`config.mk`:
```
export PLATFORM = sky130hd
export DESIGN_NAME = uart_tx_cfg
export DESIGN_NICKNAME = d
export VERILOG_FILES = /design/src/rtl/uart_pkg.sv /design/src/rtl/uart_tx_fifo.sv /design/src/rtl/uart_tx_cfg.sv
export SDC_FILE = /design/constraint.sdc
export NUM_CORES = 1
export LEC_CHECK = 0
export ABC_AREA = 0
export CORE_ASPECT_RATIO = 0.7
export CORE_UTILIZATION = 35
export CTS_CLUSTER_DIAMETER = 50
export CTS_CLUSTER_SIZE = 25
export DETAILED_ROUTE_END_ITERATION = 7
export PLACE_DENSITY = 0.64
export SYNTH_ARGS = -nofsm -noshare
export SYNTH_HDL_FRONTEND = slang
export SYNTH_SLANG_ARGS = --single-unit
```
`constraint.sdc`:
```
create_clock -name i_Clock -period 4.2 [get_ports i_Clock]
set_input_delay 1.05 -clock i_Clock [delete_from_list [all_inputs] [get_ports i_Clock]]
set_output_delay 1.05 -clock i_Clock [all_outputs]
set_load 0.01 [all_outputs]
```
`src/rtl/uart_pkg.sv`:
```
// Shared types and constants for the configurable UART transmitter.
// Parity modes, FSM encoding and frame-length helper.
package uart_pkg;

  localparam logic [1:0] PAR_NONE = 2'b00;
  localparam logic [1:0] PAR_EVEN = 2'b01;
  localparam logic [1:0] PAR_ODD  = 2'b10;

  typedef enum logic [2:0] {
    ST_IDLE,
    ST_START,
    ST_DATA,
    ST_PARITY,
    ST_STOP
  } tx_state_t;

  typedef struct packed {
    logic par_en;
    logic two_stop;
  } tx_cfg_t;

  function automatic int frame_clks(
    input int   cpb,
    input int   db,
    input logic par_en,
    input logic two_stop
  );
    return cpb * (1 + db + (par_en ? 1 : 0)
                  + (two_stop ? 2 : 1));
  endfunction

endpackage

```
`src/rtl/uart_tx_fifo.sv`:
```
// Small synchronous FIFO feeding the transmitter FSM.
// DEPTH must be a power of two so the pointers wrap for free.
module uart_tx_fifo #(
  parameter int W     = 8,
  parameter int DEPTH = 4
) (
  input  logic         clk,
  input  logic         rst_n,
  input  logic         push,
  input  logic [W-1:0] wdata,
  input  logic         pop,
  output logic [W-1:0] rdata,
  output logic         full,
  output logic         empty
);

  localparam int AW = $clog2(DEPTH);

  logic [W-1:0]  mem [DEPTH];
  logic [AW-1:0] wp;
  logic [AW-1:0] rp;
  logic [AW:0]   cnt;
  logic          do_push;
  logic          do_pop;

  assign full    = (cnt == (AW+1)'(DEPTH));
  assign empty   = (cnt == '0);
  assign do_push = push & ~full;
  assign do_pop  = pop & ~empty;
  assign rdata   = mem[rp];

  always_ff @(posedge clk) begin
    if (do_push) mem[wp] <= wdata;
  end

  always_ff @(posedge clk) begin
    if (!rst_n) begin
      wp  <= '0;
      rp  <= '0;
      cnt <= '0;
    end else begin
      if (do_push) wp <= wp + 1'b1;
      if (do_pop)  rp <= rp + 1'b1;
      unique case ({do_push, do_pop})
        2'b10:   cnt <= cnt + 1'b1;
        2'b01:   cnt <= cnt - 1'b1;
        default: cnt <= cnt;
      endcase
    end
  end

endmodule

```
`src/rtl/uart_tx_cfg.sv`:
```
// Configurable UART transmitter: 5..9 data bits, parity, 1/2 stop.
// Define UART_TX_FIFO_EN to place an input FIFO in front of the FSM.
module uart_tx_cfg
  import uart_pkg::*;
#(
  parameter int CLKS_PER_BIT = 217,
  parameter int DATA_BITS    = 8,
  parameter int FIFO_DEPTH   = 4
) (
  input  logic                 i_Clock,
  input  logic                 i_Rst_L,
  input  logic                 i_TX_DV,
  input  logic [DATA_BITS-1:0] i_TX_Byte,
  output logic                 o_TX_Ready,
  input  logic [1:0]           i_Parity_Mode,
  input  logic                 i_Two_Stop,
  output logic                 o_TX_Active,
  output logic                 o_TX_Serial,
  output logic                 o_TX_Done
);

  if (DATA_BITS < 5 || DATA_BITS > 9 || CLKS_PER_BIT < 2)
  begin : g_bad_cfg
    $error("uart_tx_cfg: illegal DATA_BITS/CLKS_PER_BIT");
  end

  if (FIFO_DEPTH < 2 || (FIFO_DEPTH & (FIFO_DEPTH-1)) != 0)
  begin : g_bad_depth
    $error("uart_tx_cfg: FIFO_DEPTH must be 2^n >= 2");
  end

  localparam int BW = $clog2(CLKS_PER_BIT);
  localparam int IW = $clog2(DATA_BITS+1);
  localparam logic [BW-1:0] BAUD_LAST = BW'(CLKS_PER_BIT-1);
  localparam logic [BW-1:0] BAUD_PRE  = BW'(CLKS_PER_BIT-2);
  localparam logic [IW-1:0] BIT_LAST  = IW'(DATA_BITS-1);

  tx_state_t            state;
  tx_state_t            state_nx;
  logic [BW-1:0]        baud;
  logic [IW-1:0]        bit_cnt;
  logic [DATA_BITS-1:0] shreg;
  tx_cfg_t              cfg_q;
  logic                 par_q;
  logic                 done_q;

  logic                 idle;
  logic                 accept;
  logic                 baud_wrap;
  logic                 stop_last;
  logic [DATA_BITS-1:0] src_word;
  logic [1:0]           src_mode;
  logic                 src_two;

  assign idle      = (state == ST_IDLE);
  assign baud_wrap = (baud == BAUD_LAST);
  assign stop_last = (bit_cnt == IW'(cfg_q.two_stop));

`ifdef UART_TX_FIFO_EN
  logic fifo_full;
  logic fifo_empty;

  uart_tx_fifo #(
    .W     (DATA_BITS + 3),
    .DEPTH (FIFO_DEPTH)
  ) u_fifo (
    .clk   (i_Clock),
    .rst_n (i_Rst_L),
    .push  (i_TX_DV),
    .wdata ({i_Two_Stop, i_Parity_Mode, i_TX_Byte}),
    .pop   (accept),
    .rdata ({src_two, src_mode, src_word}),
    .full  (fifo_full),
    .empty (fifo_empty)
  );

  assign accept     = idle & ~fifo_empty;
  assign o_TX_Ready = ~fifo_full;
`else
  assign accept     = idle & i_TX_DV;
  assign o_TX_Ready = idle;
  assign src_word   = i_TX_Byte;
  assign src_mode   = i_Parity_Mode;
  assign src_two    = i_Two_Stop;
`endif

  always_ff @(posedge i_Clock) begin
    if (!i_Rst_L) state <= ST_IDLE;
    else          state <= state_nx;
  end

  // The last stop clock is spent in IDLE so a new start can follow at once.
  always_comb begin
    state_nx = state;
    unique case (state)
      ST_IDLE:   if (accept) state_nx = ST_START;
      ST_START:  if (baud_wrap) state_nx = ST_DATA;
      ST_DATA:
        if (baud_wrap && bit_cnt == BIT_LAST)
          state_nx = cfg_q.par_en ? ST_PARITY : ST_STOP;
      ST_PARITY: if (baud_wrap) state_nx = ST_STOP;
      ST_STOP:
        if (stop_last && baud == BAUD_PRE)
          state_nx = ST_IDLE;
      default:   state_nx = ST_IDLE;
    endcase
  end

  always_ff @(posedge i_Clock) begin
    if (!i_Rst_L) begin
      baud    <= '0;
      bit_cnt <= '0;
      shreg   <= '0;
      cfg_q   <= '0;
      par_q   <= 1'b0;
      done_q  <= 1'b0;
    end else begin
      done_q <= (state == ST_STOP) && (state_nx == ST_IDLE);
      if (accept) begin
        shreg          <= src_word;
        cfg_q.par_en   <= (src_mode == PAR_EVEN) ||
                          (src_mode == PAR_ODD);
        cfg_q.two_stop <= src_two;
        par_q          <= (^src_word) ^ (src_mode == PAR_ODD);
        baud           <= '0;
        bit_cnt        <= '0;
      end else if (!idle) begin
        if (baud_wrap || state_nx != state) baud <= '0;
        else                                baud <= baud + 1'b1;
        if (baud_wrap && state == ST_DATA) begin
          shreg   <= shreg >> 1;
          bit_cnt <= (bit_cnt == BIT_LAST) ? '0 : bit_cnt + 1'b1;
        end
        if (baud_wrap && state == ST_STOP)
          bit_cnt <= bit_cnt + 1'b1;
      end
    end
  end

  always_comb begin
    o_TX_Serial = 1'b1;
    o_TX_Active = 1'b0;
    unique case (state)
      ST_START: begin
        o_TX_Serial = 1'b0;
        o_TX_Active = 1'b1;
      end
      ST_DATA: begin
        o_TX_Serial = shreg[0];
        o_TX_Active = 1'b1;
      end
      ST_PARITY: begin
        o_TX_Serial = par_q;
        o_TX_Active = 1'b1;
      end
      ST_STOP:   o_TX_Active = 1'b1;
      default: begin
        o_TX_Serial = 1'b1;
        o_TX_Active = 1'b0;
      end
    endcase
  end

  assign o_TX_Done = done_q;

endmodule

```
Word-level counts from Yosys, hierarchy flattened. Index checks and enable logic that the tools add are counted. Widths: inputs -> output; s select.

Add/sub/neg operators: 2. Equal/unequal tests: 12. Multiplexer cells: 16. Bitwise gates (word level): 4. Reductions and logical operators: 16.

Operators with widths (number): $mux 8 (4); $mux 3 (6); $eq 8x8->1 const B (2); $pmux 3 s5 (1); $mux 4 (3); $add 8x1->8 const B (1); $reduce_xor 8->1 (1); $eq 3x2->1 const B (2); $logic_not 3->1 (2); $logic_and 1x1->1 (5); $add 4x1->4 const B (1); $eq 4x1->1 (1); $eq 4x3->1 const B (1); $reduce_and 2->1 (2); $reduce_bool 2->1 (2); $reduce_or 4->1 (1); $eq 3x1->1 const B (1); $eq 3x3->1 const B (1); $ne 3x3->1 (1); $pmux 1 s3 (1); $eq 2x1->1 const B (1); $eq 2x2->1 const B (1); $logic_or 1x1->1 (2); $ne 2x1->1 const B (1); other kinds (5) (6).

Bits in registers: 27. Output and inout bits: 4. Logic and storage cells: 58.

Longest topological paths before layout. Gate-level depths: netlist of the first run.

Word-level depth: 7. Depth in mapped cells: 7. Mapped depth without buffers: 7.

Worst setup path before layout of the first run. No wires, ideal clock.

Path kind: input -> register. From: input i_Parity_Mode[0]. To: register par_q. Library setup time: 0.115 ns. Arrival: 2.139 ns. Required time: 4.085 ns. Setup slack: 1.946 ns. Stages on the path: 7. Path buffers: 0. Cells stage by stage: inv_1 ha_1 xnor2_1 xnor3_1 xnor2_1 o21ai_0 and2_1.

Word-level cells in the longest chain between the ends: 2.

Ends and longest elaborated chain: start: declaration (line uart_tx_cfg.sv:15) `input logic [1:0] i_Parity_Mode,`; $eq 2x2->1 (line uart_tx_cfg.sv:124) `par_q <= (^src_word) ^ (src_mode == PAR_ODD);`; $xor 1x1->1 (line uart_tx_cfg.sv:124); end signal: assignment (line uart_tx_cfg.sv:124); end: declaration (line uart_tx_cfg.sv:44) `logic par_q;`.

Every way passes these cells. A chain may end at the register's enable or synchronous reset.

Final worst setup path of the first run.
From: register state[1]. To: output o_TX_Ready.

Word-level cells in the longest chain between the ends: 1.

Ends and longest elaborated chain: start: declaration (line uart_tx_cfg.sv:38) `tx_state_t state;`; start signal: assignment (line uart_tx_cfg.sv:89) `else state <= state_nx;`; $logic_not 3->1 (line uart_tx_cfg.sv:55) `assign idle = (state == ST_IDLE);`; end: declaration (line uart_tx_cfg.sv:14) `output logic o_TX_Ready,`.

Every way passes these cells.

==> impl_table.tex, run 1 <==
\begin{tabular}{lr}
\hline
Metric & Value \\
\hline
\multicolumn{2}{l}{\textbf{Status}} \\
\quad Outcome & finished, final reports clean \\
\multicolumn{2}{l}{\textbf{Clocking}} \\
\quad Master cell of the clock root buffer & sky130\_fd\_sc\_hd\_\_clkbuf\_8 \\
\quad Postcts setup bufs & 0 \\
\quad Clock tree from TritonCTS & done \\
\quad Longest Clk Path Bufs & 2 \\
\quad TritonCTS buffer count & 3 \\
\quad CTS clock-pin slew for the worst setup and hold paths & 90 ps \\
\quad Post\_cts resized & 0 \\
\quad Sinks on Clock Net & 27 \\
\quad Clock latency at the later pin of the worst-skew pair & 270 ps \\
\quad H-tree depth & 1 \\
\quad CTS hold repair buffers & 0 \\
\multicolumn{2}{l}{\textbf{Logic synthesis}} \\
\quad Most common flop cell mapped by yosys & sky130\_fd\_sc\_hd\_\_dfxtp\_1 \\
\quad Complex-gate fraction of the synthesized area & 17.4\% \\
\quad Number of different library cells in the post-synthesis netlist & 46 \\
\quad Async SR Flop Fraction & 0\% \\
\quad Combinational family with the most area after synthesis & simple AND/OR/NAND/NOR gates \\
\quad Synth Area per Inst & 8.92 um2 \\
\quad EDFF count, synth & 0 \\
\quad Parity-gate share of the synthesized area counting xor and xnor cells & 7.88\% \\
\quad Net Count, Synth & 187 \\
\quad Adder-cell share of the synthesized area & 3.32\% \\
\quad Cell Area, Synth & 1510 um2 \\
\quad Post-synthesis cell count & 169 \\
\quad Synth warnings & 0 \\
\quad Portion of netlist area occupied by mux cells & 6.64\% \\
\quad Number of synthesized register bits & 27 \\
\quad Sequential fraction of the synthesis area & 35.9\% \\
\quad Fraction of the mapped netlist area in simple logic gates & 25.7\% \\
\multicolumn{2}{l}{\textbf{Finish}} \\
\quad Number of standard cells in the final layout excluding fillers & 236 \\
\quad Layout overhead on the synthesized area & 17.2\% \\
\quad Number of diodes added for antenna fixing & 0 \\
\quad Net count of the finished layout & 203 \\
\quad Post-route standard cell area excluding fillers & 1770 um2 \\
\quad Share of post-route cells with drive strength above 1 & 5.98\% \\
\multicolumn{2}{l}{\textbf{Placement}} \\
\quad Detail Placement HPWL & 2360 um \\
\quad Instance area at placement & 1720 um2 \\
\quad Routability congestion estimate from global placement & 0.793 \\
\quad Post-Place Cells & 232 \\
\quad Number of buffers inserted by port buffering & 17 \\
\multicolumn{2}{l}{\textbf{Run}} \\
\quad Maximum Capacitance Violations & 0 \\
\multicolumn{2}{l}{\textbf{Hold path}} \\
\quad Hold Crit Depth & 2 \\
\quad Worst hold start & cfg\_q[0] \\
\quad Hold worst-path end & cfg\_q[0] \\
\quad Classification of the worst-slack hold path & flip-flop to flip-flop \\
\multicolumn{2}{l}{\textbf{Timing}} \\
\quad Number of hold-slack violations in the final timing report & 0 \\
\quad Setup TNS & 0 ps \\
\quad Final number of max-transition violations & 0 \\
\quad Post-route minimum period & 2840 ps \\
\quad Part of the cycle the worst path needs & 67.7\% \\
\quad Fin Clk Skew & 3.28 ps \\
\quad Final setup violating endpoints & 0 \\
\quad Unrepaired setup endpoints after global routing & no \\
\quad Highest clock frequency the design can meet & 352 MHz \\
\quad Rel. slew slack & 63.9\% \\
\quad Transition at the pin with the smallest max-transition slack & 538 ps \\
\multicolumn{2}{l}{\textbf{Routing}} \\
\quad DRC viols & 0 \\
\quad DRC violation total after the first TritonRoute iteration & 59 \\
\quad Final ANT Viol Nets & 0 \\
\quad Detailed Route WL & 3060 um \\
\quad Vias per std cell & 5.09 \\
\quad DR vias & 1202 \\
\quad Number of detailed-routing iterations run before antenna repair & 4 \\
\quad Routed WL per cell & 13.0 um \\
\multicolumn{2}{l}{\textbf{Worst setup path}} \\
\quad Startpoint of the worst register-to-register path & state[2] \\
\quad Highest fanout seen on the critical path & 12 \\
\quad Crit path required time & 3150 ps \\
\quad End of the worst register-to-register path & bit\_cnt[3] \\
\quad CP arrival & 1790 ps \\
\quad Logic depth of the worst register-to-register path & 6 \\
\quad Element type at the critical path start & flip-flop \\
\quad Reg-to-reg setup timing slack & 2000 ps \\
\quad Kind of critical path & flip-flop to primary output \\
\quad Sort of element at the end of the critical path & primary output \\
\multicolumn{2}{l}{\textbf{Pwr}} \\
\quad Static leakage & 0.633 nW \\
\quad Overall power consumption & 496 uW \\
\quad Worst IR Drop VDD & 0.176 mV \\
\quad P per Cell Area & 281 nW/um2 \\
\multicolumn{2}{l}{\textbf{Die}} \\
\quad Initial core utilization & 37.5\% \\
\quad Die area & 4580 um2 \\
\quad Die height & 56.9 um \\
\quad I/O pin cnt & 18 \\
\quad DIE WIDTH & 80.4 um \\
\quad Num rows & 19 \\
\quad Area inside the core boundary & 4020 um2 \\
\multicolumn{2}{l}{\textbf{Global route}} \\
\quad Pin count of the biggest net entering global routing & 20 \\
\quad Number of global-route vias before repair & 1140 \\
\quad Remaining global-route overflow & 0 \\
\quad Antenna violations before repair & 0 \\
\quad Aggregate global-route resource usage & 14.7\% \\
\quad First-pass GRT wire length & 5230 um \\
\hline
\end{tabular}
## state kept, by name, indices dropped and copies added, names as in the netlist
register / cells
shreg: 8
state: 3
baud: 8
bit_cnt: 4
cfg_q: 2
par_q: 1
o_TX_Done: 1
## worst max-delay path by stage
stage	cells after the start	to	from	slack, ps
after global routing	4	o_TX_Serial	state[1]	1230
after global placement	8	par_q	i_Parity_Mode[0]	1430
final	3	o_TX_Ready	state[1]	1360
after CTS	4	o_TX_Serial	state[0]	1350
after detailed placement	8	par_q	i_Parity_Mode[0]	1380
after floorplan	7	par_q	i_Parity_Mode[0]	1950
## cells by family after synthesis
group | Yosys count
flip-flops | 27
XOR/XNOR | 12
AND/OR/NAND/NOR | 62
multiplexers | 10
adder cells (fa/ha/maj) | 4
buffers and inverters | 12
AO/OA/AOI/OAI | 42
## routing by layer
| metal | routed length [um] | track usage [%] | up-vias |
|---|---|---|---|
| met2 | 1340 | 21.4 | 15 |
| met4 | 14 | 4.59 | 0 |
| li1 | - | - | 643 |
| met3 | 68 | 3.09 | 2 |
| met1 | 1640 | 21.6 | 542 |
| met5 | 0 | 0 | - |
## cells in the final DEF, fill, tap and decap left out, drive strengths merged, types with 5 or more instances in the layout
cell / instances
nor2: 12
xnor2: 7
mux2i: 10
nand2: 14
nand3b: 6
dfxtp: 27
clkdlybuf4s50: 17
inv: 5
a21oi: 13
o21ai: 15
## power breakdown
group | total, mW | leakage [nW] | switching, mW | internal [mW]
logic | 0.0758 | 0.390 | 0.0347 | 0.0412
registers | 0.276 | 0.220 | 0.00858 | 0.267
clock network | 0.144 | 0.0228 | 0.0766 | 0.0679
total | 0.496 | 0.633 | 0.120 | 0.376
## Yosys cell counts, types with 2 or more instances
master	count	share of area [%]
sky130_fd_sc_hd__dfxtp_1	27	36
sky130_fd_sc_hd__nand2_1	14	3.5
sky130_fd_sc_hd__a21oi_1	13	4.3
sky130_fd_sc_hd__nor2_1	12	3.0
sky130_fd_sc_hd__o21ai_0	11	3.7
sky130_fd_sc_hd__mux2i_1	10	6.6
sky130_fd_sc_hd__xnor2_1	7	4.1
sky130_fd_sc_hd__nand3b_1	6	3.0
sky130_fd_sc_hd__inv_1	5	1.2
sky130_fd_sc_hd__clkbuf_1	4	1.0
sky130_fd_sc_hd__ha_1	4	3.3
sky130_fd_sc_hd__o21ai_1	4	1.3
sky130_fd_sc_hd__xor2_1	4	2.3
sky130_fd_sc_hd__and2_1	3	1.2
sky130_fd_sc_hd__nand2b_1	3	1.2
sky130_fd_sc_hd__nor3b_1	3	1.5
sky130_fd_sc_hd__o21a_1	3	1.5
sky130_fd_sc_hd__a211oi_1	2	1.0
sky130_fd_sc_hd__a22oi_1	2	1.0
sky130_fd_sc_hd__buf_2	2	0.66
sky130_fd_sc_hd__nand3_1	2	0.66
sky130_fd_sc_hd__nand4_1	2	0.83
sky130_fd_sc_hd__nor3_1	2	0.66
sky130_fd_sc_hd__nor4b_1	2	1.2
## final cells by class
| cell class | count | area, um2 |
|---|---|---|
| fillers | 388 | 2250 |
| multi-input cells | 130 | 920 |
| flip-flops and latches | 27 | 541 |
| repair buffers | 18 | 178 |
| well taps | 52 | 65.1 |
| clock buffers | 4 | 45.0 |
| inverters | 5 | 18.8 |
## metrics by stage
step | hold slack (ps) | util [%] | setup slack, ps
global route | 522 | 44.0 | 1230
finish | 499 | 44.0 | 1360
CTS | 498 | 44.0 | 1350
global placement | 475 | 42.9 | 1430
floorplan | 455 | - | 1950
detailed placement | 485 | 42.9 | 1380
## worst max-delay path: stages (launching register included)
cell and delay (ps):
sky130_fd_sc_hd__dfxtp_1 440, sky130_fd_sc_hd__nor3_1 290, sky130_fd_sc_hd__buf_4 240, sky130_fd_sc_hd__clkdlybuf4s50_1 550
No activity file was read; power rests on OpenSTA's default activity.
==> run 2, diff against run 1 <==
Clock period 4.2 ns to 2.92 ns, I/O delays scaled along.
==> impl_table.tex, run 2 (synthesized netlist as in run 1, its figures left out) <==
\begin{tabular}{lr}
\hline
Metric & Value \\
\hline
\multicolumn{2}{l}{\textbf{Timing}} \\
\quad Transition at the pin with the smallest max-transition slack & 575 ps (+37.6 ps) \\
\quad Part of the cycle the worst path needs & 86.9\% \\
\quad Worst hold margin & 533 ps (+33.4 ps) \\
\quad Unrepaired setup endpoints after global routing & no \\
\quad Final setup violating endpoints & 0 (unchanged) \\
\quad Number of hold-slack violations in the final timing report & 0 (unchanged) \\
\quad Highest clock frequency the design can meet & 394 MHz \\
\quad Post-route minimum period & 2540 ps \\
\quad Setup TNS & 0 ps (unchanged) \\
\quad Rel. slew slack & 61.2\% (-2.6 points) \\
\quad Setup ws final & 383 ps (-972 ps) \\
\quad Fin Clk Skew & 3.77 ps (+0.492 ps) \\
\quad Final number of max-transition violations & 0 (unchanged) \\
\multicolumn{2}{l}{\textbf{Clocking}} \\
\quad Postcts setup bufs & 0 (unchanged) \\
\quad TritonCTS buffer count & 3 (unchanged) \\
\quad Longest Clk Path Bufs & 2 (unchanged) \\
\quad CTS clock-pin slew for the worst setup and hold paths & 90 ps (about the same) \\
\quad Clock tree from TritonCTS & done \\
\quad Master cell of the clock root buffer & sky130\_fd\_sc\_hd\_\_clkbuf\_8 \\
\quad H-tree depth & 1 (unchanged) \\
\quad Clock latency at the later pin of the worst-skew pair & 270 ps (about the same) \\
\quad CTS hold repair buffers & 0 (unchanged) \\
\quad Sinks on Clock Net & 27 (unchanged) \\
\quad Post\_cts resized & 0 (unchanged) \\
\multicolumn{2}{l}{\textbf{Pwr}} \\
\quad Overall power consumption & 727 uW (+47\%) \\
\quad Worst IR Drop VDD & 0.222 mV (+26\%) \\
\quad Static leakage & 0.649 nW (+2.6\%) \\
\quad P per Cell Area & 406 nW/um2 (+45\%) \\
\multicolumn{2}{l}{\textbf{Worst setup path}} \\
\quad Highest fanout seen on the critical path & 12 (unchanged) \\
\quad Crit path required time & 2190 ps (-960 ps) \\
\quad CP bufs+invs & 1 (-1) \\
\quad Logic depth of the worst register-to-register path & 6 (unchanged) \\
\quad CP top delay family & flip-flops \\
\quad Cell type with the highest occurrence count on the critical path & sky130\_fd\_sc\_hd\_\_nand2b\_1 \\
\quad Sort of element at the end of the critical path & primary output \\
\quad Element type at the critical path start & flip-flop \\
\quad Kind of critical path & flip-flop to primary output \\
\quad CP arrival & 1810 ps (+20 ps) \\
\quad Crit path max-delay cell type & sky130\_fd\_sc\_hd\_\_dfxtp\_1 \\
\quad Critical path depth & 4 (+1) \\
\quad Max stage delay on crit path & 580 ps (+30 ps) \\
\quad Sequence of cells on the critical path & nand2b\_1, o21ai\_0, nand2b\_1, clkdlybuf4s50\_1 \\
\multicolumn{2}{l}{\textbf{Global route}} \\
\quad Pin count of the biggest net entering global routing & 19 (-5.0\%) \\
\quad Number of global-route vias before repair & 1147 (+0.61\%) \\
\quad First-pass GRT wire length & 5420 um (+3.7\%) \\
\quad Aggregate global-route resource usage & 15.3\% (+0.52 points) \\
\quad Remaining global-route overflow & 0 (unchanged) \\
\quad Antenna violations before repair & 0 (unchanged) \\
\multicolumn{2}{l}{\textbf{Finish}} \\
\quad Share of post-route cells with drive strength above 1 & 8.02\% (+2.0 points) \\
\quad Top library cells by usage in the layout, fill and taps aside & sky130\_fd\_sc\_hd\_\_dfxtp\_1 (27), sky130\_fd\_sc\_hd\_\_clkdlybuf4s50\_1 (17), sky130\_fd\_sc\_hd\_\_nand2\_1 (14), sky130\_fd\_sc\_hd\_\_a21oi\_1 (13), sky130\_fd\_sc\_hd\_\_nor2\_1 (12) \\
\quad Number of diodes added for antenna fixing & 0 (unchanged) \\
\quad Layout overhead on the synthesized area & 18.8\% \\
\quad Post-route standard cell area excluding fillers & 1790 um2 (+1.3\%) \\
\quad Number of standard cells in the final layout excluding fillers & 239 (+1.3\%) \\
\quad Registers with the highest flip-flop counts & baud x8, shreg x8, bit\_cnt x4 \\
\quad Core Util, Final & 44.6\% (+0.59 points) \\
\quad Leading cell type in the layout, fill and taps excluded & sky130\_fd\_sc\_hd\_\_dfxtp\_1 \\
\quad Net count of the finished layout & 206 (+1.5\%) \\
\multicolumn{2}{l}{\textbf{Die}} \\
\quad Die area & 4580 um2 (unchanged) \\
\quad I/O pin cnt & 18 (unchanged) \\
\quad Die height & 56.9 um (unchanged) \\
\quad Num rows & 19 (unchanged) \\
\quad Area inside the core boundary & 4020 um2 (unchanged) \\
\quad Initial core utilization & 37.5\% (unchanged) \\
\quad DIE WIDTH & 80.4 um (unchanged) \\
\multicolumn{2}{l}{\textbf{Placement}} \\
\quad Setup WS pre-CTS & 400 ps (-984 ps) \\
\quad Post-Place Cells & 235 (+1.3\%) \\
\quad Number of buffers inserted by port buffering & 17 (unchanged) \\
\quad Detail Placement HPWL & 2530 um (+6.9\%) \\
\quad Instance area at placement & 1740 um2 (+1.3\%) \\
\quad Routability congestion estimate from global placement & 0.783 (-1.2\%) \\
\multicolumn{2}{l}{\textbf{Routing}} \\
\quad Number of detailed-routing iterations run before antenna repair & 4 (unchanged) \\
\quad Final ANT Viol Nets & 0 (unchanged) \\
\quad DRC violation total after the first TritonRoute iteration & 90 (+53\%) \\
\quad DRC viols & 0 (unchanged) \\
\quad Vias per std cell & 5.25 (+3.0\%) \\
\quad Routed WL per cell & 13.9 um (+7.2\%) \\
\quad DR vias & 1254 (+4.3\%) \\
\quad Detailed Route WL & 3330 um (+8.6\%) \\
\multicolumn{2}{l}{\textbf{Hold path}} \\
\quad Hold Crit Depth & 1 (-1) \\
\quad Classification of the worst-slack hold path & flip-flop to flip-flop \\
\multicolumn{2}{l}{\textbf{Run}} \\
\quad Maximum Capacitance Violations & 0 (unchanged) \\
\multicolumn{2}{l}{\textbf{Status}} \\
\quad Outcome & finished, final reports clean \\
\hline
\end{tabular}
## run 2: cell count changes in the layout (fill, tap and decap cells not counted)
cell                       before  now
sky130_fd_sc_hd__buf_4          1    4
sky130_fd_sc_hd__clkbuf_1       1    0
sky130_fd_sc_hd__clkinv_2       0    1
## run 2: worst paths after layout
path | startpoint | endpoint | slack [ps]
worst max-delay path | state[0] | o_TX_Serial | 380
worst min-delay path | cfg_q[1] | cfg_q[1] | 530
worst max register to register | baud[1] | baud[0] | 740
worst min register to register | cfg_q[1] | cfg_q[1] | 530
## run 2: worst reg2reg max path, cell delays in order (launching register included)
cell	delay (ps)
sky130_fd_sc_hd__dfxtp_1	380
sky130_fd_sc_hd__ha_1	230
sky130_fd_sc_hd__or4b_4	490
sky130_fd_sc_hd__o41ai_2	560
sky130_fd_sc_hd__nor3_2	190
sky130_fd_sc_hd__mux2i_1	170
sky130_fd_sc_hd__nor2_1	60
## run 2: area by class of cell
cell class,instances,area [um2]
inverter,5,18.8
timing repair buffer,21,200
multi-input combinational,130,920
clock buffer,3,41.3
tap,52,65.1
clock inverter,1,5.00
fill,387,2230
sequential,27,541
## run 2: report_power, final
group / switching (mW) / internal (mW)
Sequential: 0.0126 / 0.384
Clock: 0.117 / 0.0956
Combinational: 0.0549 / 0.0628
## run 2: per-layer routing
layer,track usage (%),share of wire [%],vias to the layer above
met3,2.93,1.3,5
met2,23.7,45,9
met5,0,0,-
met4,3.57,0.84,0
li1,-,-,651
met1,21.7,53,589
